File: src/rtl/mem_access_unit_pkg.sv
// Shared definitions for the memory access unit.
// State encoding and default datapath widths.
package mem_access_unit_pkg;

  localparam int MAU_ADDR_W  = 13;
  localparam int MAU_DATA_W  = 8;
  localparam int MAU_TIMEOUT = 15;

  typedef enum logic [1:0] {
    MAU_IDLE    = 2'd0,
    MAU_RD_WAIT = 2'd1,
    MAU_WR_WAIT = 2'd2
  } mau_state_t;

  function automatic int cnt_width(input int max);
    return $clog2(max + 1);
  endfunction

endpackage

File: src/rtl/mem_access_unit_wait_counter.sv
// Saturating wait-state counter.
// tc flags the wait cycle whose end reaches MAX.
module wait_counter
  import mem_access_unit_pkg::*;
#(
  parameter int MAX = MAU_TIMEOUT
) (
  input  logic clk,
  input  logic rst,
  input  logic clr,
  input  logic en,
  output logic tc
);

  localparam int W = cnt_width(MAX);
  localparam logic [W-1:0] LAST = W'(MAX - 1);
  localparam logic [W-1:0] TOP  = W'(MAX);

  logic [W-1:0] cnt;

  // count wait cycles, holding at MAX instead of wrapping
  always_ff @(posedge clk or negedge rst) begin
    if (!rst) begin
      cnt <= '0;
    end else if (clr) begin
      cnt <= '0;
    end else if (en && cnt != TOP) begin
      cnt <= cnt + 1'b1;
    end
  end

  assign tc = en && (cnt >= LAST);

endmodule

File: src/rtl/mem_access_unit.sv
// Single-word memory read/write sequencer.
// Handles wait states, read capture and timeout abort.
module mem_access_unit
  import mem_access_unit_pkg::*;
#(
  parameter int ADDR_W  = MAU_ADDR_W,
  parameter int DATA_W  = MAU_DATA_W,
  parameter int TIMEOUT = MAU_TIMEOUT
) (
  input  logic              clk,
  input  logic              rst,
  input  logic              req_rd,
  input  logic              req_wr,
  input  logic [ADDR_W-1:0] addr,
  input  logic [DATA_W-1:0] wdata,
  output logic              busy,
  output logic [DATA_W-1:0] rdata,
  output logic              rdata_valid,
  output logic              done,
  output logic              err,
  output logic [ADDR_W-1:0] mem_addr,
  output logic              mem_re,
  output logic              mem_we,
  output logic [DATA_W-1:0] mem_wdata,
  input  logic [DATA_W-1:0] mem_rdata,
  input  logic              mem_ack
);

  mau_state_t state;
  logic       tc;
  logic       waiting;

  assign waiting = (state != MAU_IDLE);

  wait_counter #(
    .MAX (TIMEOUT)
  ) u_wait_counter (
    .clk (clk),
    .rst (rst),
    .clr (!waiting),
    .en  (waiting),
    .tc  (tc)
  );

  // access sequencer; ack beats timeout in the same cycle
  always_ff @(posedge clk or negedge rst) begin
    if (!rst) begin
      state       <= MAU_IDLE;
      busy        <= 1'b0;
      rdata       <= '0;
      rdata_valid <= 1'b0;
      done        <= 1'b0;
      err         <= 1'b0;
      mem_addr    <= '0;
      mem_re      <= 1'b0;
      mem_we      <= 1'b0;
      mem_wdata   <= '0;
    end else begin
      done        <= 1'b0;
      rdata_valid <= 1'b0;
      unique case (state)
        MAU_IDLE: begin
          if (req_rd || req_wr) begin
            mem_addr  <= addr;
            mem_wdata <= wdata;
            busy      <= 1'b1;
            if (req_rd) begin
              mem_re <= 1'b1;
              state  <= MAU_RD_WAIT;
            end else begin
              mem_we <= 1'b1;
              state  <= MAU_WR_WAIT;
            end
          end
        end
        MAU_RD_WAIT: begin
          if (mem_ack) begin
            mem_re      <= 1'b0;
            busy        <= 1'b0;
            done        <= 1'b1;
            rdata       <= mem_rdata;
            rdata_valid <= 1'b1;
            state       <= MAU_IDLE;
          end else if (tc) begin
            mem_re <= 1'b0;
            busy   <= 1'b0;
            done   <= 1'b1;
            err    <= 1'b1;
            state  <= MAU_IDLE;
          end
        end
        MAU_WR_WAIT: begin
          if (mem_ack) begin
            mem_we <= 1'b0;
            busy   <= 1'b0;
            done   <= 1'b1;
            state  <= MAU_IDLE;
          end else if (tc) begin
            mem_we <= 1'b0;
            busy   <= 1'b0;
            done   <= 1'b1;
            err    <= 1'b1;
            state  <= MAU_IDLE;
          end
        end
        default: begin
          mem_re <= 1'b0;
          mem_we <= 1'b0;
          busy   <= 1'b0;
          state  <= MAU_IDLE;
        end
      endcase
    end
  end

endmodule

File: config.mk
export PLATFORM = sky130hd
export DESIGN_NAME = mem_access_unit
export DESIGN_NICKNAME = d
export VERILOG_FILES = /design/src/rtl/mem_access_unit_pkg.sv /design/src/rtl/mem_access_unit_wait_counter.sv /design/src/rtl/mem_access_unit.sv
export SDC_FILE = /design/constraint.sdc
export NUM_CORES = 1
export LEC_CHECK = 0
export CAP_MARGIN = 20
export CORE_AREA = 2 2 48 95
export CTS_CLUSTER_SIZE = 12
export DETAILED_ROUTE_END_ITERATION = 6
export DIE_AREA = 0 0 50 97
export GPL_ROUTABILITY_DRIVEN = 0
export PLACE_DENSITY = 0.78
export SYNTH_ARGS = -nofsm -noshare
export SYNTH_HDL_FRONTEND = slang
export SYNTH_SLANG_ARGS = --single-unit
File: constraint.sdc
create_clock -name clk -period 2.2 [get_ports clk]
set_clock_uncertainty 0.15 [all_clocks]
set_input_delay 0.33 -clock clk [delete_from_list [all_inputs] [get_ports clk]]
set_output_delay 0.33 -clock clk [all_outputs]
set_load 0.03 [all_outputs]
# == Word-level counts from Yosys, hierarchy flattened ==
# Index checks and enable logic that the tools add are counted.
# word_totals
register_bits,41
input_bits,34
# op_classes
add_sub_neg,1
magnitude_cmp,1
eq_ne,10
mux,22
bitwise_logic,3
n_reduce_logical,12
# op_table
operator,count
$mux W1,12
$mux W2,4
$mux W4,2
$ne A2 B2 Y1 const B,4
$reduce_and A4 Y1,2
$ne A3 B3 Y1 const B,2
$pmux W1 S3,2
$reduce_and A2 Y1,3
$add A4 B1 Y4 const B,1
$ge A4 B4 Y1 const B,1
$ne A4 B4 Y1 const B,1
$pmux W2 S2,1
$ne A3 B1 Y1 const B,1
$not A1 Y1,3
$reduce_and A3 Y1,1
$eq A2 B1 Y1 const B,1
$eq A2 B2 Y1 const B,1
$logic_and A1 B1 Y1,2
$logic_not A2 Y1,1
$pmux W1 S2,1
$reduce_bool A2 Y1,1
$reduce_or A2 Y1,1
$logic_or A1 B1 Y1,1

# == Logic depth before layout (Yosys ltp) ==
# Gate-level depths: netlist of run 1.
# logic_depth
word_depth,5
ltp_mapped,6
mapped_depth_nobuf,5

# == By module ==
# A second synthesis of run 1 with hierarchy kept.
# hier_totals
cells_unflattened,124
hier_area_um2,1871.8
# by_module_without_submodules
mod,instances,cells_each,area_each_um2
mem_access_unit,1,101,1615.3
wait_counter,1,23,256.5

# == Worst setup path before layout of run 1 ==
# Ideal clock, no wire load.
# synth_timing
kind,register to register
from,reg u_wait_counter.cnt[0]
to,reg mem_re
setup_time_ps,133
t_arrival_ps,1310
required_ps,1917
path_slack_ps,607
path_stages_with_launch,6
path_buffers,0
synth_period_minus_slack_ps,1593
path_cell_list,dfrtp_1 -> inv_1 -> ha_1 -> o211a_1 -> a2111oi_2 -> nor3_1
# synth_between
elab_chain_cells,4
# synth_rtl
element,line_no,text
from (decl),mem_access_unit_wait_counter.sv:19,logic [W-1:0] cnt;
from (signal assigned),mem_access_unit_wait_counter.sv:28,cnt <= cnt + 1'b1;
$ge A4 B4 Y1,mem_access_unit_wait_counter.sv:32,assign tc = en && (cnt >= LAST);
$logic_and A1 B1 Y1,mem_access_unit_wait_counter.sv:32,
$ne A3 B3 Y1 (no source line),-,
$reduce_and A4 Y1 (no source line),-,
to (signal assigned),mem_access_unit.sv:55,mem_re <= 1'b0;
to (signal assigned),mem_access_unit.sv:68,mem_re <= 1'b1;
to (signal assigned),mem_access_unit.sv:78,mem_re <= 1'b0;
to (decl),mem_access_unit.sv:22,"output logic mem_re,"
# Every way passes these cells.
# A chain may end at the register's enable or synchronous reset.

# == Final worst setup path of run 1 ==
# layout_timing
from,reg mem_we
to,out mem_we
# layout_rtl
element,line_no,text
from (decl),mem_access_unit.sv:23,"output logic mem_we,"
from (signal assigned),mem_access_unit.sv:56,mem_we <= 1'b0;
from (signal assigned),mem_access_unit.sv:71,mem_we <= 1'b1;
from (signal assigned),mem_access_unit.sv:94,mem_we <= 1'b0;
# No word-level cell between the ends.

==> impl_metrics.csv, run 1 <==
group,metric,value,unit
routing,viasPerCell,5.04,
synth,synth_mux_area_share,18.9,%
worst_setup_path,crit_chain,"clkdlybuf4s50_1",
run,drv_cap,0,
power_and_ir_drop,p_leak,1.11,nW
timing,hold_violations,0,
synth,yosys.area_share.simple,4.56,%
routing,ant_nets,0,
routing,vias,1281,
worst_setup_path,critPathKind,"reg2out",
cts,cts_setup_buffers,0,
timing,max_freq,535,MHz
synth,synth-main-ff-cell,"dfrtp_1",
power_and_ir_drop,switching_share,41.2,%
status,status,"finished, final reports clean",
worst_setup_path,cp_slowest_cell,"clkdlybuf4s50_1",
synth,synth_top_family_by_area,"multiplexers",
timing,finalMaxSlewViolations,0,
worst_setup_path,cp-end-kind,"output port",
synth,synth_fa_ha_area_share,3.62,%
power_and_ir_drop,seqPwrFrac,32.9,%
finish,layout_commonest_cell,"clkdlybuf4s50_1",
cts,path_clk_slew,80,ps
timing,finalSetupViolCount,0,
cts,worstSkewPairLatency,290,ps
worst_setup_path,crit_start,"mem_we",
cts,clock-sinks,41,
synth,synth-compound-area-share,9.55,%
grt,grt_pass1_vias,1384,
synth,synth-edff-count,0,
power_and_ir_drop,power,0.00402,W
synth,async_reset_ff_share,100,%
worst_setup_path,critical_path_required,1720,ps
routing,drtIter0Drc,27,
synth,synth.distinct_cells,31,
worst_setup_path,cp_top_family,"buffers and inverters",
die,start_util,42.3,%
power_and_ir_drop,pwr-share-clk,11.8,%
synth,synthXorXnorAreaFrac,0.507,%
timing,finalCriticalPeriod,1870,ps
cts,cts-root-buf,"clkbuf_8",
place,port_buffers,68,
worst_setup_path,path_max_fanout,3,
synth,yosys_warnings,0,
grt,antenna_found_initial,0,
place,place_hpwl,3.13,mm
power_and_ir_drop,ir_drop,881,µV
finish,area_delta_synth_final,48.8,%
worst_setup_path,cp.arrival,1390,ps
synth,syn-mean-instance-area,13.8,µm²
timing,rsz0062_at_grt,"no",
grt,grt_max_degree,28,
cts,cts_buffer_depth,2,
power_and_ir_drop,p_per_area,1560,nW/µm²
die,pin_count,69,
finish,n_fill_cell,330,
routing,wire_per_inst,15.8,µm
die,core-area,4090,µm²
hold_path,hold_start,"err",
cts,numCtsBuffers,5,
grt,grt.total_usage,17.6,%
cts,cts_max_level,2,
die,die_w,50,µm
worst_setup_path,cp_slowest_stage_delay,700,ps
die,chipHeight,97,µm
worst_setup_path,critPathBufInv,1,
synth,syn_inst,125,
cts,cts_tree,"yes",
finish,diodes,0,
synth,synth_seq_area_share,59.3,%
finish,final_cell_mix,"clkdlybuf4s50_1 (67), dfrtp_1 (41), mux2_2 (28)",
grt,grt_pass1_wl,6.47,mm
worst_setup_path,r2r-start,"state[0]",
timing,finalCritPeriodShare,85.0,%
timing,tns,0,ps
timing,maxSlewHeadroom,59.9,%
synth,syn-num-nets,164,
power_and_ir_drop,p_int,0.00236,W
power_and_ir_drop,switching_power,0.00166,W
synth,ys_ff_latch,41,
timing,worstMarginPinSlew,602,ps
finish,drive_gt1_share,21.8,%
hold_path,hp-class,"reg2reg",
die,placementRows,33,
power_and_ir_drop,power.share.combinational,55.3,%
grt,overflow,0,
routing,dr.pass1.iters,4,
routing,drc,0,
routing,wl,4.02,mm
synth,synth_area,1730,µm²
die,die-area,4850,µm²
finish,final_net_count,240,
finish,post-route-util,63.0,%
worst_setup_path,worstSetupStartpointType,"register",
registers in the layout (all words and copies together) (netlist names):
| register | count |
|---|---|
| busy | 1 |
| done | 1 |
| err | 1 |
| mem_addr | 13 |
| mem_re | 1 |
| mem_wdata | 8 |
| mem_we | 1 |
| rdata | 8 |
| rdata_valid | 1 |
| state | 2 |
| u_wait_counter.cnt | 4 |
synthesized netlist by cell type, types with 2 or more instances:
master     instances  area (µm²)
ha_1               5        62.6
nor3_1             4        20.0
a21oi_1            2        10.0
a311oi_1           2        17.5
o21ai_0            3        15.0
dfrtp_1           41        1030
nand3_1            2        10.0
mux2_2            28         315
a31oi_1            2        12.5
a2111oi_2          2        30.0
nor2_1             5        18.8
buf_6              2        22.5
inv_1              9        33.8
worst register-to-register path, cell delays in order (launching register included):
cell,delay [ps]
dfrtp_1,390
inv_1,130
ha_1,410
inv_1,220
a2111oi_2,340
nor3_1,100
per-stage QoR:
| stage | instance area, µm² | setup slack (ps) | hold WS, ps | std cells |
|---|---|---|---|---|
| after floorplan | 1730 | 607 | -116 | 125 |
| after global placement | 2480 | 345 | 214 | 245 |
| after detailed placement | 2480 | 295 | 227 | 245 |
| after CTS | 2570 | 328 | 327 | 254 |
| after global routing | 2570 | 207 | 355 | 254 |
| final | 2570 | 329 | 317 | 254 |
path summary, 6_finish.rpt:
check	depth (start not counted)	slack, ps	end
min in group asynchronous	2	420	u_wait_counter.cnt[1]
hold reg to reg	1	320	err
hold / removal	1	320	err
max in group asynchronous	3	930	rdata[7]
setup / recovery	1	330	mem_we
setup reg to reg	5	340	mem_re
power groups by stage:
stage	clock network (W)	logic (W)	registers, W
global route	0.000523	0.00234	0.00136
floorplan	0	0.000735	0.00193
finish	0.000473	0.00222	0.00132
detailed placement	0	0.00224	0.00134
CTS	0.000492	0.00225	0.00132
global placement	0	0.00218	0.00131
logic make-up after synthesis:
| family | count (synthesis) |
|---|---|
| buf+inv | 12 |
| flops | 41 |
| xor+xnor | 1 |
| simple gates | 16 |
| compound gates | 21 |
| fa+ha+maj | 5 |
| mux | 29 |
cell type report:
type	count	area, µm²	area share (%)
Clock buffer	5	68.8	2.67
Tap cell	52	65.1	2.53
Sequential cell	41	1030	39.9
Multi-Input combinational cell	72	642	24.9
Clock inverter	3	17.5	0.681
Inverter	9	33.8	1.31
Timing Repair Buffer	72	721	28.0
what timing repair did:
| item | CTS | global route |
|---|---|---|
| hold buffers | 1 | 0 |
| endpoints found under the hold margin | 25 | 0 |
| resized for setup | 0 | 0 |
| setup endpoints to repair | 0 | 0 |
metal layers:
metal	vias to the layer above	track usage, %	wire [µm]
met3	9	3.55	131
met2	36	33.8	2440
met5	-	0	0
li1	597	-	-
met1	639	16.8	1340
met4	0	7.48	104
Note: power is estimated with default switching activity, not from simulation.
==> inputs of run 2 (changes only) <==
--- a/config.mk
+++ b/config.mk
@@ -6,12 +6,11 @@
 export NUM_CORES = 1
 export LEC_CHECK = 0
 export CAP_MARGIN = 20
-export CORE_AREA = 2 2 48 95
+export CORE_AREA = 2 2 64 126
 export CTS_CLUSTER_SIZE = 12
 export DETAILED_ROUTE_END_ITERATION = 6
-export DIE_AREA = 0 0 50 97
+export DIE_AREA = 0 0 66 128
 export GPL_ROUTABILITY_DRIVEN = 0
-export PLACE_DENSITY = 0.78
 export SYNTH_ARGS = -nofsm -noshare
 export SYNTH_HDL_FRONTEND = slang
 export SYNTH_SLANG_ARGS = --single-unit
==> run 2 against run 1 <==
The run now ends with hold timing left. Die area grew 74%. Non-clock buffer count shrank 2. First-iteration DRC count shrank 37%. Critical path type is now reg2reg. Critical path depth grew 4. Worst hold slack lost 340 ps. Sequential power is essentially flat. Core utilization shrank 28 points. Fmax shrank 0.65%. Final cell count grew 15%. Total power grew 5.1%. Worst setup slack lost 12 ps.
==> impl_metrics.csv, run 2 (synthesized netlist as in run 1, its figures left out) <==
group,metric,value,unit
status,status,"finished with violations",
status,violations,"hold timing",
cts,clock-sinks,41,
grt,grt_pass1_vias,1310,
grt,grt.total_usage,9.90,%
worst_setup_path,crit_path_frequent_cell,"inv_1",
timing,finalSetupViolCount,0,
cts,hold_buffers,0,
worst_setup_path,crit_start,"state[1]",
die,core-area,7540,µm²
die,chipHeight,128,µm
place,port_buffers,68,
cts,numCtsBuffers,5,
hold_path,hp-class,"in2async",
worst_setup_path,worstRegToRegCells,5,
worst_setup_path,cp_slowest_stage_delay,410,ps
worst_setup_path,worstSetupStartpointType,"register",
power_and_ir_drop,power,0.00422,W
finish,area_delta_synth_final,53.8,%
finish,top_register,"mem_addr",
timing,finalMaxSlewViolations,0,
worst_setup_path,cp-end-kind,"register",
die,die-area,8450,µm²
finish,final_cell_mix,"clkdlybuf4s50_1 (67), dfrtp_1 (41), mux2_2 (28)",
routing,wl,3.87,mm
routing,viasPerCell,4.31,
cts,cts_resized,0,
worst_setup_path,cp_slowest_cell,"ha_1",
worst_setup_path,cp.depth,5,
worst_setup_path,path_max_fanout,11,
worst_setup_path,rrSetupSlack,320,ps
routing,vias,1262,
run,drv_cap,0,
finish,final_net_count,238,
worst_setup_path,crit_chain,"inv_1, ha_1, inv_1, a2111oi_2, nor3_1",
die,die_w,66,µm
routing,drtIter0Drc,17,
timing,hold_violations,34,
routing,drc,0,
worst_setup_path,critical_path_required,2200,ps
finish,stdcell_count,293,
routing,wire_per_inst,13.2,µm
finish,diodes,0,
place,dpl.cell_count,286,
power_and_ir_drop,p_leak,1.12,nW
routing,ant_nets,0,
cts,path_clk_slew,60,ps
grt,antenna_found_initial,0,
timing,rsz0062_at_grt,"no",
worst_setup_path,rr_endpoint,"mem_re",
timing,maxSlewHeadroom,48.3,%
finish,largestRegisters,"mem_addr (13), mem_wdata (8), rdata (8)",
timing,finalCritPeriodShare,85.6,%
cts,worstSkewPairLatency,280,ps
cts,cts_buffer_depth,2,
worst_setup_path,cp_top_family,"adder cells",
timing,tns,0,ps
power_and_ir_drop,p_per_area,1590,nW/µm²
worst_setup_path,r2r-start,"state[1]",
power_and_ir_drop,ir_drop,767,µV
timing,max_freq,531,MHz
finish,layout_commonest_cell,"clkdlybuf4s50_1",
die,pin_count,69,
worst_setup_path,cp.arrival,1880,ps
routing,dr.pass1.iters,4,
finish,post-route-util,35.3,%
die,start_util,22.9,%
worst_setup_path,critPathBufInv,2,
timing,hold_ws,-23.1,ps
timing,finalCriticalPeriod,1880,ps
worst_setup_path,endpoint,"mem_re",
place,place_hpwl,2.93,mm
grt,overflow,0,
cts,cts-root-buf,"clkbuf_16",
timing,worstMarginPinSlew,775,ps
grt,grt_pass1_wl,6.35,mm
finish,drive_gt1_share,20.6,%
cts,cts_setup_buffers,0,
finish,largest_reg_flops,13,
cts,cts_max_level,2,
grt,grt_max_degree,36,
worst_setup_path,critPathKind,"reg2reg",
cts,cts_tree,"yes",
die,placementRows,45,
==> run 2: cell count changes in the layout (fill, tap and decap cells not counted), sizes merged <==
cell | previous run | this run
buf | 4 | 3
clkbuf | 5 | 6
dlygate4sd3 | 1 | 0
clkinvlp | 1 | 0
clkinv | 2 | 1
==> run 2: routing by layer <==
metal,track usage (%),wire length (µm),vias to the layer above
met3,2.81,220,5
met2,17.1,2160,41
met1,11.2,1430,625
li1,-,-,591
met4,3.96,57,0
met5,0,0,-
==> run 2: area by class of cell <==
| type | count | area [µm²] |
|---|---|---|
| inverters | 9 | 33.8 |
| well taps | 94 | 118 |
| repair buffers | 70 | 703 |
| flip-flops and latches | 41 | 1030 |
| fillers | 789 | 4880 |
| clock inverters | 1 | 8.76 |
| multi-input cells | 72 | 642 |
| clock buffers | 6 | 129 |
==> run 2: power by group <==
group	total, W	switching [W]	internal [W]
registers	0.00131	0.000206	0.00111
clock network	0.000702	0.000286	0.000416
logic	0.00221	0.00117	0.00103
==> run 2: stage by stage <==
step / area, µm² / setup WS (ps)
floorplan: 1730 / 607
global placement: 2520 / 332
detailed placement: 2520 / 295
CTS: 2660 / 302
global route: 2660 / 95.8
finish: 2660 / 317
==> run 2: how the worst min path moves through the flow <==
| stage | endpoint | cells after the start |
|---|---|---|
| floorplan | busy | 0 |
| global placement | err | 1 |
| detailed placement | err | 1 |
| CTS | mem_addr[9] | 1 |
| global route | mem_wdata[3] | 1 |
| finish | mem_addr[8] | 1 |
==> inputs of run 3 (changes only) <==
--- a/config.mk
+++ b/config.mk
@@ -10,7 +10,9 @@
 export CTS_CLUSTER_SIZE = 12
 export DETAILED_ROUTE_END_ITERATION = 6
 export DIE_AREA = 0 0 66 128
+export DONT_BUFFER_PORTS = 1
 export GPL_ROUTABILITY_DRIVEN = 0
+export PLACE_DENSITY = 0.42
 export SYNTH_ARGS = -nofsm -noshare
 export SYNTH_HDL_FRONTEND = slang
 export SYNTH_SLANG_ARGS = --single-unit
==> run 3 against run 2 <==
The flow now finishes without violations. Final cell count down 22%. Via count down 18%. Clock power up 18%. Largest power group is now sequential cells. Global-route usage down 0.73 points. Largest cell class unchanged. Core utilization down 8.1 points. Worst setup slack better by 57 ps.
==> impl_metrics.csv, run 3 (synthesized netlist as in run 1, its figures left out) <==
group,metric,value,unit
finish,largestRegisters,"mem_addr (13), mem_wdata (8), rdata (8)",
timing,max_freq,548,MHz
cts,hold_buffers,3,
timing,finalMaxSlewViolations,0,
timing,setup_slack,374,ps
die,pin_count,69,
place,dpl.cell_count,216,
power_and_ir_drop,ir_drop,527,µV
power_and_ir_drop,p_per_area,1800,nW/µm²
finish,area_delta_synth_final,18.4,%
die,die-area,8450,µm²
timing,hold_violations,0,
die,chipHeight,128,µm
finish,regArea,1030,µm²
routing,wire_per_inst,16.1,µm
cts,numCtsBuffers,5,
hold_path,hp-class,"in2reg",
routing,drc,0,
cts,cts_setup_buffers,0,
finish,stdcell_count,228,
grt,grt_pass1_wl,5.64,mm
finish,layout_commonest_cell,"dfrtp_1",
worst_setup_path,critical_path_required,2200,ps
die,start_util,22.9,%
cts,cts_resized,0,
finish,final_net_count,172,
worst_setup_path,path_max_fanout,11,
power_and_ir_drop,p_leak,0.885,nW
timing,tns,0,ps
worst_setup_path,worstSetupStartpointType,"register",
routing,drtIter0Drc,22,
timing,finalCritPeriodShare,83.0,%
finish,multiInputGateArea,642,µm²
die,core-area,7540,µm²
cts,worstSkewPairLatency,270,ps
finish,largest_reg_flops,13,
routing,wl,3.68,mm
timing,finalSetupViolCount,0,
cts,cts_max_level,2,
timing,worstMarginPinSlew,440,ps
place,port_buffers,0,
grt,grt_pass1_vias,1156,
finish,diodes,0,
worst_setup_path,crit_start,"state[1]",
timing,maxSlewHeadroom,70.6,%
worst_setup_path,rrSetupSlack,370,ps
routing,vias,1036,
timing,rsz0062_at_grt,"no",
worst_setup_path,r2r-start,"state[1]",
cts,cts_tree,"yes",
worst_setup_path,cp-end-kind,"register",
cts,clock-sinks,41,
worst_setup_path,critPathKind,"reg2reg",
routing,ant_nets,0,
finish,post-route-util,27.1,%
grt,overflow,0,
routing,dr.pass1.iters,4,
place,place_hpwl,2.86,mm
timing,finalCriticalPeriod,1830,ps
worst_setup_path,endpoint,"mem_re",
die,placementRows,45,
run,drv_cap,0,
finish,n_fill_cell,818,
finish,final_cell_mix,"dfrtp_1 (41), mux2_2 (28), inv_1 (9)",
grt,grt.total_usage,9.17,%
die,die_w,66,µm
place,pre_cts_ws,221,ps
worst_setup_path,worstRegToRegCells,5,
worst_setup_path,rr_endpoint,"mem_re",
routing,viasPerCell,4.54,
cts,cts_buffer_depth,2,
cts,path_clk_slew,60,ps
grt,grt_max_degree,42,
cts,cts-root-buf,"clkbuf_16",
grt,antenna_found_initial,0,
worst_setup_path,cp.arrival,1820,ps
finish,drive_gt1_share,30.6,%
status,status,"finished, final reports clean",
finish,top_register,"mem_addr",
## run 3: area by class of cell
class | instances | area share [%]
Clock buffer | 7 | 6.97
Clock inverter | 1 | 1.47
Inverter | 9 | 1.65
Multi-Input combinational cell | 72 | 31.4
Sequential cell | 41 | 50.1
Tap cell | 94 | 5.75
Timing Repair Buffer | 4 | 2.69
## run 3: metrics by stage
step | hold slack [ps] | total power [W] | instance area, µm²
final | 31.7 | 0.00369 | 2050
after global routing | 21.3 | 0.00390 | 2050
after CTS | 21.9 | 0.00374 | 2030
after detailed placement | -114 | 0.00286 | 1820
after global placement | -114 | 0.00279 | 1820
after floorplan | -116 | 0.00266 | 1730
## run 3: how the worst min path moves through the flow
stage / from / end / slack [ps] / cells past startpoint
final: wdata[2] / mem_wdata[2] / 30 / 1
after global routing: mem_ack / done / 20 / 1
after CTS: wdata[2] / mem_wdata[2] / 20 / 1
after detailed placement: rst / err / -110 / 0
after global placement: rst / err / -110 / 0
after floorplan: rst / busy / -120 / 0
## run 3: worst max-delay path, cell delays in order, from the launching register on
cell and delay (ps):
dfrtp_1 400, inv_1 110, ha_1 380, inv_1 210, a2111oi_2 340, nor3_1 110
## run 3: metal layers
layer / routed length (µm) / global-route usage (%) / share of wire, %
met5: 0 / 0 / 0
met4: 102 / 5.64 / 2.8
met3: 232 / 2.90 / 6.3
met2: 2340 / 18.1 / 63
met1: 1010 / 7.15 / 27
## run 3: report_power, final
part | switching, W | internal [W] | total [W]
registers | 0.000902 | 0.00110 | 0.00200
clock network | 0.000264 | 0.000566 | 0.000830
logic | 0.000399 | 0.000464 | 0.000863
